### src/rtl/slow_set_pkg.sv
// Shared types, default constants and the A-payload field slicer for slow_set_ctl.
package slow_set_pkg;

  typedef enum logic {S_IDLE, S_PEND} state_e;

  localparam int DEF_NCH = 7;
  localparam int DEF_TW  = 4;
  localparam logic [DEF_NCH-1:0] DEF_RST_FLAGS = 7'h37;

  localparam int FIELD_W = 32;

  // Returns the width-bit field of the (zero-extended) payload starting at lsb.
  function automatic logic [FIELD_W-1:0] a_field(input logic [FIELD_W-1:0] a,
                                                 input int lsb,
                                                 input int width);
    return (a >> lsb) & ~({FIELD_W{1'b1}} << width);
  endfunction

endpackage

### src/rtl/slow_set_ctl_if.sv
// Bus-side signals of the slow-mode settings controller, grouped with master/slave views.
interface slow_set_ctl_if
  import slow_set_pkg::*;
#(
  parameter int NCH = DEF_NCH,
  parameter int TW  = DEF_TW
) ();

  logic              BACT;
  logic [NCH+TW-1:0] A;
  logic              SetCSWR;
  logic [NCH-1:0]    SlowSel;
  logic [NCH-1:0]    Slow;
  logic [TW-1:0]     SlowTimeout;
  logic              SlowHit;
  logic              TimeoutExp;
  logic              Pending;

  modport master (
    output BACT, A, SetCSWR, SlowSel,
    input  Slow, SlowTimeout, SlowHit, TimeoutExp, Pending
  );

  modport slave (
    input  BACT, A, SetCSWR, SlowSel,
    output Slow, SlowTimeout, SlowHit, TimeoutExp, Pending
  );

endinterface

### src/rtl/slow_timeout_ctr.sv
// Slow-access timeout counter: loads at access start on a slow hit and pulses
// TimeoutExp once, N+1 edges after the access start for a loaded value N.
module slow_timeout_ctr #(
  parameter int TW = 4
) (
  input  logic          CLK,
  input  logic          POR,
  input  logic          BACT,
  input  logic          SlowHit,
  input  logic [TW-1:0] ld_val,
  output logic          TimeoutExp
);

  logic [TW-1:0] cnt_q, cnt_d;
  logic          run_q, run_d;
  logic          bact_q, bact_d;
  logic          exp_q, exp_d;

  // Run stays set while the count sits at zero for one edge, which produces the pulse.
  always_comb begin
    cnt_d  = cnt_q;
    run_d  = run_q;
    exp_d  = 1'b0;
    bact_d = BACT;
    if (!BACT) begin
      cnt_d = '0;
      run_d = 1'b0;
    end else if (!bact_q) begin
      if (SlowHit && (ld_val != '0)) begin
        cnt_d = ld_val;
        run_d = 1'b1;
      end
    end else if (run_q) begin
      if (cnt_q == '0) begin
        run_d = 1'b0;
        exp_d = 1'b1;
      end else begin
        cnt_d = cnt_q - TW'(1);
      end
    end
  end

  always_ff @(posedge CLK) begin
    if (POR) begin
      cnt_q  <= '0;
      run_q  <= 1'b0;
      bact_q <= 1'b0;
      exp_q  <= 1'b0;
    end else begin
      cnt_q  <= cnt_d;
      run_q  <= run_d;
      bact_q <= bact_d;
      exp_q  <= exp_d;
    end
  end

  assign TimeoutExp = exp_q;

endmodule

### src/rtl/slow_set_ctl.sv
// Slow-mode settings controller. Define SLOW_SET_DEFER_EN to hold captured
// settings in a shadow register until the bus goes idle; otherwise they apply at capture.
module slow_set_ctl
  import slow_set_pkg::*;
#(
  parameter int             NCH       = DEF_NCH,
  parameter int             TW        = DEF_TW,
  parameter logic [NCH-1:0] RST_FLAGS = NCH'(DEF_RST_FLAGS),
  parameter logic [TW-1:0]  RST_TO    = '1
) (
  input logic           CLK,
  input logic           POR,
  slow_set_ctl_if.slave bus
);

  logic [FIELD_W-1:0] a_ext;
  logic [NCH-1:0]     a_flags;
  logic [TW-1:0]      a_to;
  logic               wr, capture;
  logic               wr_q, wr_d;
  logic [NCH-1:0]     slow_q, slow_d;
  logic [TW-1:0]      to_q, to_d;
  logic               slow_hit;
  logic               exp_pulse;

  assign a_ext   = FIELD_W'(bus.A);
  assign a_flags = NCH'(a_field(a_ext, 0, NCH));
  assign a_to    = TW'(a_field(a_ext, NCH, TW));

  assign wr      = bus.BACT && bus.SetCSWR;
  assign capture = wr && !wr_q;

`ifdef SLOW_SET_DEFER_EN
  state_e         state_q, state_d;
  logic [NCH-1:0] sh_flags_q, sh_flags_d;
  logic [TW-1:0]  sh_to_q, sh_to_d;

  // A later capture overwrites the shadow; commit waits for an idle edge.
  always_comb begin
    wr_d       = wr;
    slow_d     = slow_q;
    to_d       = to_q;
    state_d    = state_q;
    sh_flags_d = sh_flags_q;
    sh_to_d    = sh_to_q;
    case (state_q)
      S_IDLE: begin
        if (capture) begin
          sh_flags_d = a_flags;
          sh_to_d    = a_to;
          state_d    = S_PEND;
        end
      end
      S_PEND: begin
        if (capture) begin
          sh_flags_d = a_flags;
          sh_to_d    = a_to;
        end else if (!bus.BACT) begin
          slow_d  = sh_flags_q;
          to_d    = sh_to_q;
          state_d = S_IDLE;
        end
      end
    endcase
  end

  always_ff @(posedge CLK) begin
    if (POR) begin
      state_q    <= S_IDLE;
      sh_flags_q <= RST_FLAGS;
      sh_to_q    <= RST_TO;
    end else begin
      state_q    <= state_d;
      sh_flags_q <= sh_flags_d;
      sh_to_q    <= sh_to_d;
    end
  end

  assign bus.Pending = (state_q == S_PEND);
`else
  always_comb begin
    wr_d   = wr;
    slow_d = slow_q;
    to_d   = to_q;
    if (capture) begin
      slow_d = a_flags;
      to_d   = a_to;
    end
  end

  assign bus.Pending = 1'b0;
`endif

  always_ff @(posedge CLK) begin
    if (POR) begin
      wr_q   <= 1'b0;
      slow_q <= RST_FLAGS;
      to_q   <= RST_TO;
    end else begin
      wr_q   <= wr_d;
      slow_q <= slow_d;
      to_q   <= to_d;
    end
  end

  assign slow_hit = bus.BACT && (|(bus.SlowSel & slow_q));

  slow_timeout_ctr #(.TW(TW)) u_ctr (
    .CLK        (CLK),
    .POR        (POR),
    .BACT       (bus.BACT),
    .SlowHit    (slow_hit),
    .ld_val     (to_q),
    .TimeoutExp (exp_pulse)
  );

  assign bus.Slow        = slow_q;
  assign bus.SlowTimeout = to_q;
  assign bus.SlowHit     = slow_hit;
  assign bus.TimeoutExp  = exp_pulse;

endmodule

### src/flat_wrapper.sv
// flat-port wrapper written by rule: the top's interface ports become plain ports
module slow_set_ctl_flat import slow_set_pkg::*;
#(
  parameter int             NCH       = DEF_NCH,
  parameter int             TW        = DEF_TW,
  parameter logic [NCH-1:0] RST_FLAGS = NCH'(DEF_RST_FLAGS),
  parameter logic [TW-1:0]  RST_TO    = '1
)
  (CLK, POR, bus_BACT, bus_A, bus_SetCSWR, bus_SlowSel, bus_Slow, bus_SlowTimeout, bus_SlowHit, bus_TimeoutExp, bus_Pending);
  slow_set_ctl_if #(.NCH(NCH), .TW(TW)) bus_i ();
  input logic CLK;
  input logic POR;
  input wire logic [$bits(bus_i.BACT)-1:0] bus_BACT;
  input wire logic [$bits(bus_i.A)-1:0] bus_A;
  input wire logic [$bits(bus_i.SetCSWR)-1:0] bus_SetCSWR;
  input wire logic [$bits(bus_i.SlowSel)-1:0] bus_SlowSel;
  output wire logic [$bits(bus_i.Slow)-1:0] bus_Slow;
  output wire logic [$bits(bus_i.SlowTimeout)-1:0] bus_SlowTimeout;
  output wire logic [$bits(bus_i.SlowHit)-1:0] bus_SlowHit;
  output wire logic [$bits(bus_i.TimeoutExp)-1:0] bus_TimeoutExp;
  output wire logic [$bits(bus_i.Pending)-1:0] bus_Pending;
  assign bus_i.BACT = bus_BACT;
  assign bus_i.A = bus_A;
  assign bus_i.SetCSWR = bus_SetCSWR;
  assign bus_i.SlowSel = bus_SlowSel;
  assign bus_Slow = bus_i.Slow;
  assign bus_SlowTimeout = bus_i.SlowTimeout;
  assign bus_SlowHit = bus_i.SlowHit;
  assign bus_TimeoutExp = bus_i.TimeoutExp;
  assign bus_Pending = bus_i.Pending;
  slow_set_ctl #(.NCH(NCH), .TW(TW), .RST_FLAGS(RST_FLAGS), .RST_TO(RST_TO)) u_core (.CLK(CLK), .POR(POR), .bus(bus_i));
endmodule
### config.mk
export PLATFORM = sky130hd
export DESIGN_NAME = slow_set_ctl_flat
export DESIGN_NICKNAME = d
export VERILOG_FILES = /design/src/rtl/slow_set_pkg.sv /design/src/rtl/slow_set_ctl_if.sv /design/src/rtl/slow_timeout_ctr.sv /design/src/rtl/slow_set_ctl.sv /design/src/flat_wrapper.sv
export SDC_FILE = /design/constraint.sdc
export NUM_CORES = 1
export LEC_CHECK = 0
export ABC_AREA = 1
export BUFFER_PORTS_ARGS = -buffer_cell sky130_fd_sc_hd__buf_2
export CAP_MARGIN = 20
export CORE_ASPECT_RATIO = 0.6
export CORE_UTILIZATION = 40
export CTS_BUF_LIST = sky130_fd_sc_hd__clkbuf_8
export DETAILED_ROUTE_END_ITERATION = 10
export PLACE_DENSITY_LB_ADDON = 0.12
export SLEW_MARGIN = 0
export SYNTH_ARGS = -nofsm -noshare
export SYNTH_HDL_FRONTEND = slang
export SYNTH_SLANG_ARGS = --single-unit
### constraint.sdc
create_clock -name CLK -period 2.1 [get_ports CLK]
set_input_delay 0.105 -clock CLK [delete_from_list [all_inputs] [get_ports CLK]]
set_output_delay 0.105 -clock CLK [all_outputs]
set_load 0.05 [all_outputs]
==> results.toml <==
[run_status]
status = "finished clean"

[die]
die_h_um = 38.71
start_util_pct = 45.33
die_area_um2 = 2446
ios = 36
coreArea_um2 = 1982
fp.dieW_um = 63.18
rows = 12

[placed_design]
io_buffers = 34
gp_congestion = 0.7838
dpl.hpwl_mm = 1.530
post_dp_cell_area_um2 = 1066
dp_slack_ps = 801.7
dp_cells = 185

[timing]
rsz0062_at_grt = "no"
finClkSkew_ps = 2.655
period_needed_ps = 1323
timing.final.crit_share_pct = 62.98
tns_ps = 0
setup_viol_count_final = 0
max_freq_mhz = 756.1
slew_violations = 0
setup_slack_ps = 777.4
hold_viol = 0

[synthesis]
synth-edff-count = 0
async_flop_share_pct = 0
synth_nets = 150
yosysSeqAreaShare_pct = 42.34
synth.distinct_cells = 22
ys.warnings.count = 0
ys.flop_type = "dfxtp_1"
synth_cells = 127
synth_area_per_cell_um2 = 7.074
synth_top_family_by_area = "simple AND/OR/NAND/NOR gates"
syn_area_um2 = 898.4
synthMuxAreaShare_pct = 0
synthAdderAreaFrac_pct = 1.393
yosys.area_share.simple_pct = 36.77
synthXorXnorAreaFrac_pct = 0
ys_ff_latch = 19
synth_compound_area_share_pct = 10.17

[hold_path]
min_to = "u_core.wr_q"
whs_path_depth = 2
hold_path.class = "primary input to flip-flop"
hold_path_startpoint = "POR"

[final_layout]
fin_nets = 185
final_cells = 189
final_common_cell = "nand2_1"
syn_to_final_growth_pct = 23.68
fin_area_um2 = 1111
fillers = 213
drive_gt1_share_pct = 28.57
antenna_cells = 0
layout_common_cells = "nand2_1 (41), buf_2 (34), dfxtp_1 (19), nor2_1 (16), nand3_1 (15)"

[global_routing]
grt_start_max_net_pins = 13
grt_overflow = 0
track_usage_pct = 19.37
grt_pass1_vias = 808
grt_pass1_wl_mm = 3.560
antenna_found_initial = 0

[clock_network]
h-tree-depth = 1
cts_setup_buffers = 0
cts-root-buf = "clkbuf_8"
cts_tree = "built"
clk_path_buf_depth = 2
clkTransAtPathRegs_ps = 70
insertion_delay_ps = 250
cts.sinks = 19
hold_buffers = 0
cts-resized-gates = 0
cts_buffers = 3

[worst_setup_path]
crit_path_max_fanout = 8
crit_path_top_delay_cell = "dfxtp_1"
arrival_ps = 1470
regToRegSetupSlack_ps = 780
slowest_delay_ps = 310
r2r_cells = 8
setup.worst_path.class = "flip-flop to flip-flop"
crit_chain = "inv_1 -> ha_1 -> inv_1 -> nor2_1 -> nand2_1 -> nand3_2 -> a21oi_1 -> nor2_1"
critical_path_required_ps = 2250
rr_endpoint = "u_core.u_ctr.cnt_q[2]"
cp-start-kind = "flip-flop"
regToRegStartpoint = "u_core.u_ctr.cnt_q[0]"
cp-end-kind = "flip-flop"

[routing]
drtAntennaViolNets = 0
vias = 884
route.detailed.drc = 0
drt-initial-drc-count = 31
wl_mm = 2.027
routed_via_density = 4.677
wl_per_cell_um = 10.72
dr.pass1.iters = 4

[run]
maxCapViolCount = 0

[power_and_ir_drop]
power.density_nw_per_um2 = 747.7
peakVddDrop_uv = 457.0
p_leak_nw = 0.5878
## worst max path at each step
stage / startpoint / endpoint / slack [ps] / cells past startpoint
floorplan: u_core.bus.Slow[2] / bus_SlowHit / 370 / 4
CTS: u_core.u_ctr.cnt_q[0] / u_core.u_ctr.cnt_q[1] / 780 / 9
global placement: u_core.u_ctr.cnt_q[0] / u_core.u_ctr.cnt_q[0] / 840 / 8
detailed placement: u_core.u_ctr.cnt_q[0] / u_core.u_ctr.cnt_q[2] / 800 / 8
finish: u_core.u_ctr.cnt_q[0] / u_core.u_ctr.cnt_q[2] / 780 / 8
global route: u_core.u_ctr.cnt_q[0] / u_core.u_ctr.cnt_q[2] / 610 / 8
## layer usage
layer | routed length (um) | global-route usage [%] | vias to the layer above | part of all wire [%]
met5 | 0 | 0 | - | 0
met1 | 1070 | 24.96 | 391 | 53
met2 | 839 | 32.53 | 23 | 41
li1 | - | - | 468 | -
met3 | 105 | 6.176 | 2 | 5.2
met4 | 11 | 3.409 | 0 | 0.54
## worst max-delay path, delay by kind of cell, from the launching register on
family                   cells  cell delay [ps]
AND/OR/NAND/NOR              4              380
flip-flops                   1              310
buffers and inverters        2              130
AO/OA/AOI/OAI                1              190
adder cells (fa/ha/maj)      1              220
## cell families after synthesis
logic type | Yosys count
AOI/OAI and AO/OA | 14
DFF | 19
and+or+nand+nor | 77
other | 1
buffers and inverters | 15
adders and majority gates | 1
## flip-flops by register name, indices dropped and copies added, names as in the netlist
register,cells
u_core.wr_q,1
u_core.u_ctr.run_q,1
u_core.u_ctr.TimeoutExp,1
u_core.u_ctr.cnt_q,4
u_core.bus.Slow,7
u_core.bus.SlowTimeout,4
u_core.u_ctr.bact_q,1
## through the flow
| stage | power, W | utilization [%] | hold WS (ps) |
|---|---|---|---|
| after floorplan | 0.0005455 | - | 177.4 |
| after detailed placement | 0.0005918 | 53.79 | 309.8 |
| after global routing | 0.0008772 | 56.06 | 40.89 |
| after CTS | 0.0008372 | 56.06 | 41.34 |
| final | 0.0008307 | 56.06 | 42.10 |
| after global placement | 0.0005887 | 53.79 | 302.5 |
## cells in the mapped netlist, drive strengths merged (3+ instances only)
library cell  count  area, um2
buf               3      33.78
a21oi             6      33.78
nand3            17      95.09
o21ai             6      37.54
inv              10      37.54
nand2            41      153.9
nor2             17      66.32
dfxtp            19      380.4
## report_power, final
part / total, W / leakage, nW / internal (W) / switching (W)
Sequential: 0.000398 / 0.156 / 0.000382 / 0.0000166
Clock: 0.000246 / 0.0269 / 0.000130 / 0.000117
Combinational: 0.000186 / 0.404 / 0.0000572 / 0.000129
Total: 0.000831 / 0.588 / 0.000569 / 0.000262
## layout make-up
class	instances	area, um2	share of cell area [%]
clock buffers	3	41.29	3.716
clock inverters	1	3.754	0.3378
inverters	11	42.54	3.829
multi-input cells	93	437.9	39.41
flip-flops and latches	19	380.4	34.23
well taps	28	35.03	3.153
repair buffers	34	170.2	15.32
Note: power is estimated with default switching activity, not from simulation.
